### src/rtl/fxp_mul_scheduler.sv
// Round-robin arbiter that time-shares one external combinational fixed-point
// multiplier among NREQ requesters and returns tagged, registered results.
module fxp_mul_scheduler #(
    parameter int NREQ = 4,
    parameter int WI1  = 3,
    parameter int WF1  = 4,
    parameter int WI2  = 4,
    parameter int WF2  = 3,
    parameter int WIO  = WI1 + WI2,
    parameter int WFO  = WF1 + WF2
) (
    input  logic                          clk,
    input  logic                          rst,
    input  logic [NREQ-1:0]               req_valid,
    output logic [NREQ-1:0]               req_ready,
    input  logic [NREQ*(WI1+WF1)-1:0]     req_a,
    input  logic [NREQ*(WI2+WF2)-1:0]     req_b,
    output logic [WI1+WF1-1:0]            mul_in1,
    output logic [WI2+WF2-1:0]            mul_in2,
    input  logic [WIO+WFO-1:0]            mul_out,
    input  logic                          mul_ovf,
    output logic                          rsp_valid,
    input  logic                          rsp_ready,
    output logic [WIO+WFO-1:0]            rsp_data,
    output logic                          rsp_ovf,
    output logic [$clog2(NREQ)-1:0]       rsp_id,
    output logic [7:0]                    ovf_cnt
);

    localparam int W1  = WI1 + WF1;
    localparam int W2  = WI2 + WF2;
    localparam int IDW = $clog2(NREQ);

    typedef enum logic [1:0] {IDLE, EXEC, RESP} state_t;

    state_t          state;
    logic [IDW-1:0]  ptr;
    logic [W1-1:0]   op1;
    logic [W2-1:0]   op2;
    logic [IDW-1:0]  grant;
    logic            grant_vld;
    int              idx;

    // Circular search from ptr: walking the offsets downward lets the
    // smallest offset (highest priority) overwrite any earlier hit.
    // NOTE: every always_comb output gets a default first so no path can
    // leave it unassigned and infer a latch.
    always_comb begin
        grant     = '0;
        grant_vld = 1'b0;
        idx       = 0;
        for (int k = NREQ - 1; k >= 0; k--) begin
            idx = int'(ptr) + k;
            if (idx >= NREQ) idx = idx - NREQ;
            if (req_valid[idx]) begin
                grant     = IDW'(idx);
                grant_vld = 1'b1;
            end
        end
    end

    always_comb begin
        req_ready = '0;
        if (state == IDLE && grant_vld) req_ready[grant] = 1'b1;
    end

    assign mul_in1 = op1;
    assign mul_in2 = op2;

    // NOTE: all state uses non-blocking assignments so every register samples
    // the pre-edge values regardless of statement order.
    always_ff @(posedge clk) begin
        if (rst) begin
            state     <= IDLE;
            ptr       <= '0;
            op1       <= '0;
            op2       <= '0;
            rsp_valid <= 1'b0;
            rsp_data  <= '0;
            rsp_ovf   <= 1'b0;
            rsp_id    <= '0;
            ovf_cnt   <= '0;
        end else begin
            case (state)
                IDLE: begin
                    if (grant_vld) begin
                        op1    <= req_a[grant*W1 +: W1];
                        op2    <= req_b[grant*W2 +: W2];
                        rsp_id <= grant;
                        ptr    <= (grant == IDW'(NREQ - 1)) ? '0 : grant + IDW'(1);
                        state  <= EXEC;
                    end
                end
                EXEC: begin
                    rsp_data  <= mul_out;
                    rsp_ovf   <= mul_ovf;
                    if (mul_ovf && ovf_cnt != 8'hFF) ovf_cnt <= ovf_cnt + 8'd1;
                    rsp_valid <= 1'b1;
                    state     <= RESP;
                end
                RESP: begin
                    if (rsp_ready) begin
                        rsp_valid <= 1'b0;
                        state     <= IDLE;
                    end
                end
                default: state <= IDLE;
            endcase
        end
    end

endmodule

### config.mk
export PLATFORM = sky130hd
export DESIGN_NAME = fxp_mul_scheduler
export DESIGN_NICKNAME = d
export VERILOG_FILES = /design/src/rtl/fxp_mul_scheduler.sv
export SDC_FILE = /design/constraint.sdc
export NUM_CORES = 1
export LEC_CHECK = 0
export ABC_CLOCK_PERIOD_IN_PS = 4850
export CORE_UTILIZATION = 44
export CTS_BUF_LIST = sky130_fd_sc_hd__clkbuf_2 sky130_fd_sc_hd__clkbuf_4 sky130_fd_sc_hd__clkbuf_8
export DETAILED_ROUTE_END_ITERATION = 10
export PLACE_DENSITY = 0.88
export SETUP_SLACK_MARGIN = 0.02
export SLEW_MARGIN = 20
export SYNTH_ARGS = -nofsm -noshare
export SYNTH_HDL_FRONTEND = slang
export SYNTH_SLANG_ARGS = --single-unit
### constraint.sdc
create_clock -name clk -period 4.85 [get_ports clk]
set_input_delay 1.2125 -clock clk [delete_from_list [all_inputs] [get_ports clk]]
set_output_delay 1.2125 -clock clk [all_outputs]
set_load 0.02 [all_outputs]
Word-level counts from Yosys, hierarchy flattened
Index checks and enable logic that the tools add are counted.
Word-level totals
  logic and storage cells: 79
  input port bits: 78
  output and inout port bits: 44
  bits in registers: 44
Cells by class
  shift-type cells: 2
  multipliers: 1
  mux-type cells: 33
  order comparisons: 10
  equality and inequality tests: 6
  $add $sub $neg: 9
  reductions and logical operators: 9
Operators with widths (number)
  32-bit by 4-bit < comparator with 1-bit output (second input constant): 4
  32-bit two-way mux: 4
  28-bit by 6-bit indexed part select with 7-bit output: 2
  1-bit two-way mux: 14
  2-bit two-way mux: 7
  3-bit by 3-bit subtractor with 4-bit output (second input constant): 3
  3-bit >= comparator (second input constant): 3
  8-bit by 1-bit adder with 8-bit output (second input constant): 1
  1-bit binary-select mux with 2-bit select: 4
  8-bit != test (second input constant): 1
  2-bit AND reduction: 4
  2-bit by 2-bit adder with 3-bit output (second input constant): 2
  2-bit one-hot mux with 3 select lines: 1
  2-bit by 3-bit multiplier with 5-bit output (second input constant): 1
  2-bit equality test (second input constant): 2
  4-bit two-way mux: 1
  2-bit != test (second input constant): 2
  2-bit by 3-bit subtractor with 4-bit output (second input constant): 1
  2-bit by 1-bit adder with 3-bit output (second input constant): 1
  2-bit by 3-bit >= comparator with 1-bit output (second input constant): 1
  1-bit logical AND: 3
  2-bit by 3-bit < comparator with 1-bit output (second input constant): 1
  2-bit by 1-bit adder with 2-bit output (second input constant): 1
  1-bit demux with 2-bit select: 1
  other kinds (5): 5

Logic depth before layout (Yosys ltp)
Gate-level depths: netlist (run 1).
  word-level depth: 15
  mapped depth: 8
  mapped depth without buffers: 6

Worst setup path before layout (run 1)
OpenSTA, ideal clock, no wires.
  path type: input -> output
  from: input port req_valid[2]
  to: output port req_ready[2]
  arrival: 2.463 ns
  stages: 4
  slack: 1.175 ns
  data required time: 3.638 ns
  buffers on the path: 1
  cells stage by stage: nor3b_2 > nor2_8 > buf_6 > nor3b_1
Between the ends
  word-level cells in the longest chain between the ends: 12
  elaborated cells on any way between the ends: 27
  classes of those cells: 2 x order compare; 23 x mux; 2 x reduce/logical
Ends and longest elaborated chain
  start, declared: line 14  | input logic [NREQ-1:0] req_valid,
  1-bit binary-select mux with 2-bit select: line 55  | if (req_valid[idx]) begin
  1-bit two-way mux (not written as such) (2 in series): line 55
  2-bit two-way mux (4 in series): line 55
  2-bit by 3-bit < comparator with 1-bit output (not written as such) or 2-bit by 1-bit >= comparator with 1-bit output (tied branches): line 64  | if (state == IDLE && grant_vld) req_ready[grant] = 1'b1;
  1-bit logical AND (not written as such): line 64
  1-bit two-way mux (not written as such): line 64
  1-bit demux with 2-bit select: line 64
  4-bit two-way mux *: line 64
  end, declared: line 15  | output logic [NREQ-1:0] req_ready,
Mark *: on every way between the ends. The rest lies on a longest branch, timed or not. The select of a mux whose other input is x is not followed.

Worst setup path in the final report (run 1)
  from: input port req_valid[3]
  to: output port req_ready[1]
The elaborated chain is that of the path after synthesis.

==> results of run 1 <==
synthesized netlist by cell type (all sizes together) (3+ instances only):
library cell and count:
nor2 11, mux2i 16, a21bo 14, nand4 3
clkbuf 8, nor3 3, o21ai 16, xor2 3
a21oi 24, nand2 54, dfxtp 44, o211ai 14
nand3 15, buf 9
power groups by stage:
stage,logic [mW],registers (mW),clock network [mW]
final,0.381,0.427,0.283
after global routing,0.409,0.432,0.300
after CTS,0.383,0.427,0.287
after detailed placement,0.382,0.435,0
after global placement,0.375,0.434,0
after floorplan,0.174,0.472,0
area by class of cell:
class                   count  share of cell area, %
repair buffers            126                   34.2
inverters                   1                  0.103
clock buffers               5                   1.89
clock inverters             3                   1.17
well taps                  67                   2.30
flip-flops and latches     44                   24.1
multi-input cells         201                   36.2
sequential cells by signal (all words and copies together), names as in the netlist:
name,flops
rsp_ovf,1
ptr,2
rsp_id,2
ovf_cnt,8
state,2
rsp_data,14
mul_in2,7
mul_in1,7
rsp_valid,1
cell families after synthesis:
| family | after synthesis | share of synthesized area, % |
|---|---|---|
| compound gates | 76 | 25.2 |
| fa+ha+maj | 2 | 1.09 |
| simple gates | 102 | 22.2 |
| mux | 16 | 6.96 |
| xor+xnor | 5 | 1.90 |
| flops | 44 | 38.3 |
| buf+inv | 18 | 4.40 |
routing by layer:
| layer | track usage [%] | share of wire [%] | wire length (µm) | up-vias |
|---|---|---|---|---|
| met2 | 39.9 | 49 | 3020 | 116 |
| met3 | 8.27 | 10 | 646 | 14 |
| met5 | 0 | 0 | 0 | - |
| li1 | - | - | - | 1164 |
| met4 | 9.85 | 2.2 | 138 | 0 |
| met1 | 24.0 | 39 | 2400 | 1074 |
worst max path at each step:
stage                             from            to  cells past startpoint
final                     req_valid[3]  req_ready[1]                      6
after global placement    req_valid[1]  req_ready[1]                      6
after floorplan           req_valid[2]  req_ready[2]                      4
after global routing      req_valid[3]  req_ready[1]                      6
after detailed placement  req_valid[3]  req_ready[1]                      6
after CTS                 req_valid[3]  req_ready[1]                      6
critical path: cells and delay by family:
kind	cells	cell delay, ns
buffers and inverters	2	1.20
and+or+nand+nor	4	0.89
==> results.txt, run 1 <==
* Result of the run: completed
* Pin count of the biggest net entering global routing: 32
* Number of buffers added for setup after CTS: 0
- Port Buffer Count: 121
- Number of endpoints failing setup at the final stage: 0
- The max-slew violation total from the final report was 0.
- The first routing iteration left a little under 90 violations.
* Combinational fraction of design power: about a third
- CP max FO: 6
- Sequential cell area fraction in the yosys report: 38.3%
- The detail route stage leaves a number of antenna-violating nets equal to 0.
- Combined area of the multi-input logic cells: ~1300 µm²
* Instance count of the mapped netlist: 263
- Overall routed net length: about 6200 µm
- Area of the die: around 5500 µm²
* Worst hold path class: register to register
* # rows: 25
- Final critical-path share of the clock period: approximately 93%
- Worst path slowest cell: clkdlybuf4s50_1
- In this run the deepest clock path goes through 2 buffers.
- In this run, flip-flops and latches consume 39.1% of the power.
* Hold Path Depth: 2
- Measured on the finished design, the core utilization comes to about three quarters.
* Leak Pwr: 1.36 nW
- After the last flow step, the layout net total stands at 459.
- Number of filler instances in the final layout: 385
- From synthesis to final layout, the design area changed by 58.5%.
* Commonest non-fill, non-tap cells in the layout: clkdlybuf4s50_1, nand2_1, dfxtp_1
* Highest cell delay on the worst timing path: 0.61 ns
- The setup check on the worst reg-to-reg path leaves a slack of 2.84 ns.
- Hold worst-path end: rsp_data[2]$_SDFFE_PP0P_
* Routed length per placed instance: between 10 and 15 µm
- The smallest clock period supported by the final layout is computed as 4.53 ns.
* Setup TNS after final layout: 0 ns
* Number of hold violations in the final report: 0
- Detailed-router iteration count before antenna repair: 4
- Clock latency reported for the late side of the worst-skew pair: approximately 0.3 ns
- Worst path required time: ~3.6 ns
- Clock transition at the register clock pins on the worst setup and hold paths after CTS: 0.09 ns
* Global route total overflow: 0
* Cell area power density: 299 nW/µm²
* Cells along the critical path: clkdlybuf4s50_1 -> nor4_1 -> nor3_1 -> nand2_1 -> nor2_1 -> clkdlybuf4s50_1
* Floorplan die width: 74.3 µm
* Async S/R FF share, synth: 0%
* Starting density of the core: about 47%
* EDFF count, synth: 0
- The library cell used most frequently in the layout, excluding fill and tap cells, is clkdlybuf4s50_1.
- The first global-routing pass estimated 9430 µm of wire.
- Across every metal layer, demand over resource in global routing totals approximately 23%.
- Internal power consumption: 747 µW
- Fraction of synthesized cell area taken by the top area cell type: 38.3%
- Sequential standard cell area: ~900 µm²
- The biggest area contributor in the post-synthesis netlist is dfxtp_1.
* Minimum setup slack after placement: 0.334 ns
- Net count of the mapped netlist: 343
- TritonCTS clock tree: yes
* HPWL Detailed: 4720 µm
- Core area: 4880 µm²
- Upper clock frequency limit: 221 MHz
* Switching power: 344 µW
- Of the cells placed in the final design, the portion with a size suffix greater than 1 is 10.0%.
- The cell area that synthesis handed to floorplanning was 2300 µm².
* Chip Height: 74.3 µm
- Initial antenna violation count: 0
- Depth of the most critical reg-to-reg path: 5
* Register bit count reported by yosys: 44
* Least-Margin Pin Slew: just under 0.8 ns
* Final Hold Slack: approximately 0.46 ns
- The worst setup path is captured at an output port.
* Number of global-route vias before repair: 2125
- During synthesis, Yosys emitted a total of 0 warnings.
* Worst supply voltage drop on vdd: approximately 130 µV
* Max-capacitance violation count: 0
- Net switching is about a third of the power.
* Max-slew headroom: between 40% and 50%
- Dividing the synthesized area by the synthesized cell count gives 8.75 µm².
* DRC violations left: 0
- STA classifies the critical path startpoint as an input port.
* Worst Clk Skew: 0.00496 ns
- The tree is rooted in a clkbuf_8.
* Clk pwr share: around 26%
- Total cell area at the placement stage: approximately 3500 µm²
* Number of buffers created by CTS: 5
* Source of the worst register-to-register timing path: ptr[1]$_SDFFE_PP0P_
- In this run, post-CTS repair resized a total of 0 instances.
* Area of all placed cells without fillers: 3650 µm²
- Including well taps, the total number of placed cells is about 440.
- Largest cells by area after synthesis: dfxtp_1, nand2_1, mux2i_1
- The design draws 1.09 mW.
- In this run the number of H-tree levels came out at 2.
- Classification of the worst setup path: input port to output port
* Top-Level Pins: 122
- Vias per cell: 5.30
* Data arrival, critical path: 3.31 ns
* Worst reg2reg endpoint: mul_in2[3]$_SDFFE_PP0P_
- By instance count, the cell type seen most on the critical path is clkdlybuf4s50_1.
* Most used DFF post-synth: dfxtp_1
- Number of diodes: 0
- After clock tree synthesis, the flow added hold-fix buffers numbering 0.
- The finished layout holds 447 standard cells, fillers aside.
- Setup repair after global routing left no endpoint under its margin.
- Count of distinct cell types in the synthesized netlist: 44
* Origin of the worst min-delay path: rsp_data[2]$_SDFFE_PP0P_
- Minimum setup slack in the final design: between 0.3 and 0.4 ns
- Clock sink count: 44
* Via count: 2368
- At the end of routability-driven placement, the weighted congestion stood at 0.760.
Power figures use the tool's default switching activity.
==> run 2, diff against run 1 <==
- CORE_UTILIZATION: 44 -> 42
- CTS_BUF_LIST: sky130_fd_sc_hd__clkbuf_2 sky130_fd_sc_hd__clkbuf_4 sky130_fd_sc_hd__clkbuf_8 -> sky130_fd_sc_hd__clkbuf_16
- PLACE_DENSITY: 0.88 -> 0.84
==> run 2 against run 1 <==
Effect of this change:
- clock power up 29%
- fmax down 0.69%
- final cell count up 0.45%
- flip-flop and latch count unchanged
- sequential share of layout area down 0.36 points
- clock-buffer cell count unchanged
- register-to-register slack worse by 0.03 ns
- power up 7.4%
- routed wire length down 0.29%
- combinational power about the same
- first-iteration DRC count unchanged
==> results.txt, run 2 (synthesis gave the netlist of run 1 again) <==
- Total buffers and inverters traversed by the critical path: 2
- The H-tree generated during clock tree synthesis spans 2 levels.
* Hold Path Depth: 2
- In this run, post-CTS hold repair placed 0 buffers.
- In the routed layout, each cell is associated on average with a via count of a little over 5.
- Leaving out fill and tap cells, the most frequent cell in the layout is clkdlybuf4s50_1.
- Upper clock frequency limit: ~220 MHz
- Core area: 5200 µm²
- Pins over their slew limit: 0
* Most used cell, CP: clkdlybuf4s50_1
- Setup repair after global routing left no endpoint under its margin.
- After layout, the worst path uses 94.0% of the clock period.
- The die is 76.0 µm tall.
* Global route total overflow: 0
- The detailed router finished its first iteration with 88 violations.
- Across the VDD grid, the largest voltage drop is 206 µV.
- No sink is reached through more buffers than the 2 on the longest clock path.
* All-layer global routing usage: 22.2%
- The share of total power dissipated in sequential elements is 36.6%.
* Clock transition at the register clock pins on the worst setup and hold paths after CTS: 0.05 ns
* Highest cell delay on the worst timing path: slightly above 0.6 ns
* Cells along the critical path: clkdlybuf4s50_1 -> nor4_1 -> nor3_1 -> nand2_1 -> nor2_1 -> clkdlybuf4s50_1
* Switching power: around 340 µW
- Number of global-route vias before repair: 2289
- Max reg flops: 14
- The initial antenna violation count was 0.
- The most critical setup path has its startpoint at req_valid[3].
- The worst setup path is of the input port to output port kind.
* Least-Margin Pin Slew: 0.790 ns
* Worst path required time: 3.64 ns
- Ranked by flip-flop count, first place goes to rsp_data.
- Net switching is 28.9% of the power.
- In this run the worst hold path is classified as register to register.
- Critical path endpoint category: output port
- For this design the ratio of total power to cell area is ~320 nW/µm².
* Via count: roughly 2300
- At the end of routability-driven placement, the weighted congestion stood at 0.755.
- Final core area utilization: 71.2%
- The floorplan has 26 rows.
- CP max FO: 6
- Largest registers: rsp_data x14, ovf_cnt x8
- Worst Clk Skew: between 0.007 and 0.008 ns
- Of the total power, the clock network draws between 30% and 40%.
- Area added between synthesis and finish: 60.9%
* Number of diodes: 0
- TritonCTS built the clock tree.
- Combinational fraction of design power: between 30% and 40%
* Floorplan die width: 76.0 µm
- The floorplan step defined a die boundary enclosing 5780 µm².
* Leak Pwr: 1.38 nW
- Clock latency reported for the late side of the worst-skew pair: around 0.28 ns
- Kind of start point of the critical path: input port
- Number of hold violations in the final report: 0
- The internal power of the cells totals 833 µW.
* Source of the worst register-to-register timing path: ptr[1]$_SDFFE_PP0P_
* Clock tree root buffer cell: clkbuf_16
- For this configuration, the core starts out at a cell density of 44.2%.
- Commonest non-fill, non-tap cells in the layout: clkdlybuf4s50_1, nand2_1, dfxtp_1
* Overall routed net length: between 6000 and 7000 µm
* Pin count of the biggest net entering global routing: 32
* Max-slew headroom: 47.3%
- DRC violations left: 0
* Number of buffers added for setup after CTS: 0
* Setup TNS after final layout: 0 ns
- The clock net in this run drives a total of 44 sinks.
* Detailed-router iteration count before antenna repair: 4
* Number of buffers created by CTS: 5
- Number of endpoints failing setup at the final stage: 0
* Worst reg2reg endpoint: mul_in2[0]$_SDFFE_PP0P_
* Result of the run: completed
- The path with the worst hold slack has its endpoint at rsp_data[8]$_SDFFE_PP0P_.
* Port Buffer Count: 121
- The first global-routing pass estimated 10400 µm of wire.
* Top-Level Pins: approximately 120
* HPWL Detailed: 4590 µm
- Worst path slowest cell: clkdlybuf4s50_1
- Grouping stages by cell kind, the critical path spends the most delay in buffers and inverters.
- At the worst endpoint, the arrival time is 3.35 ns.
- Final #Nets: 460
* Share of layout cells above drive strength 1: 9.76%
* Origin of the worst min-delay path: rsp_data[8]$_SDFFE_PP0P_
- In this run the remaining antenna-violating nets after routing total 0.
* Max-capacitance violation count: 0
- CP Depth: 6
* Shortest period the worst path allows: about 4.6 ns
* Post-CTS sizing: 0
* Setup slack, reg-to-reg: ~2.8 ns
- Depth of the most critical reg-to-reg path: 5
* Routed length per placed instance: 13.8 µm
run 2: cell count changes in the layout (fill, tap and decap cells not counted), sizes merged:
cell      delta
clkinv       -1
buf          +1
clkinvlp     -1
run 2: per-layer routing:
| layer | share of wire (%) | vias to the layer above | global-route usage, % |
|---|---|---|---|
| met3 | 10 | 8 | 8.86 |
| met2 | 48 | 104 | 39.7 |
| met4 | 1.1 | 0 | 5.96 |
| met5 | 0 | - | 0 |
| li1 | - | 1166 | - |
| met1 | 40 | 1035 | 24.3 |
run 2: how the worst max path moves through the flow:
stage	to	slack (ns)
2_1_floorplan	req_ready[2]	1.17
3_3_place_gp	req_ready[1]	0.38
3_5_place_dp	req_ready[1]	0.33
4_1_cts	req_ready[1]	0.31
5_1_grt	req_ready[1]	0.07
6_report	req_ready[1]	0.29
run 2: power by group through the flow:
stage	clock network, mW	logic [mW]	registers [mW]
global route	0.383	0.411	0.434
finish	0.364	0.380	0.428
global placement	0	0.376	0.434
floorplan	0	0.174	0.472
CTS	0.371	0.384	0.428
detailed placement	0	0.380	0.436
run 2: layout make-up:
class / count / area [µm²]
Sequential cell: 44 / 881
Tap cell: 70 / 87.6
Multi-Input combinational cell: 201 / 1320
Timing Repair Buffer: 127 / 1260
Inverter: 1 / 3.75
Fill cell: 432 / 1500
Clock inverter: 1 / 30.0
Clock buffer: 5 / 125
run 2: per-stage QoR:
step	setup slack, ns	hold slack (ns)	power (mW)	cells	cell area (µm²)
6_report	0.292	0.452	1.17	449	3700
5_1_grt	0.0699	0.475	1.23	449	3700
4_1_cts	0.308	0.455	1.18	449	3700
3_5_place_dp	0.331	0.447	0.816	443	3550
3_3_place_gp	0.377	0.442	0.810	443	3550
2_1_floorplan	1.17	0.510	0.647	263	2300
run 2: worst min-delay path, cell delays in order (launching register included):
cell and delay (ns):
dfxtp_1 0.31, nand2_1 0.05, a21oi_1 0.05
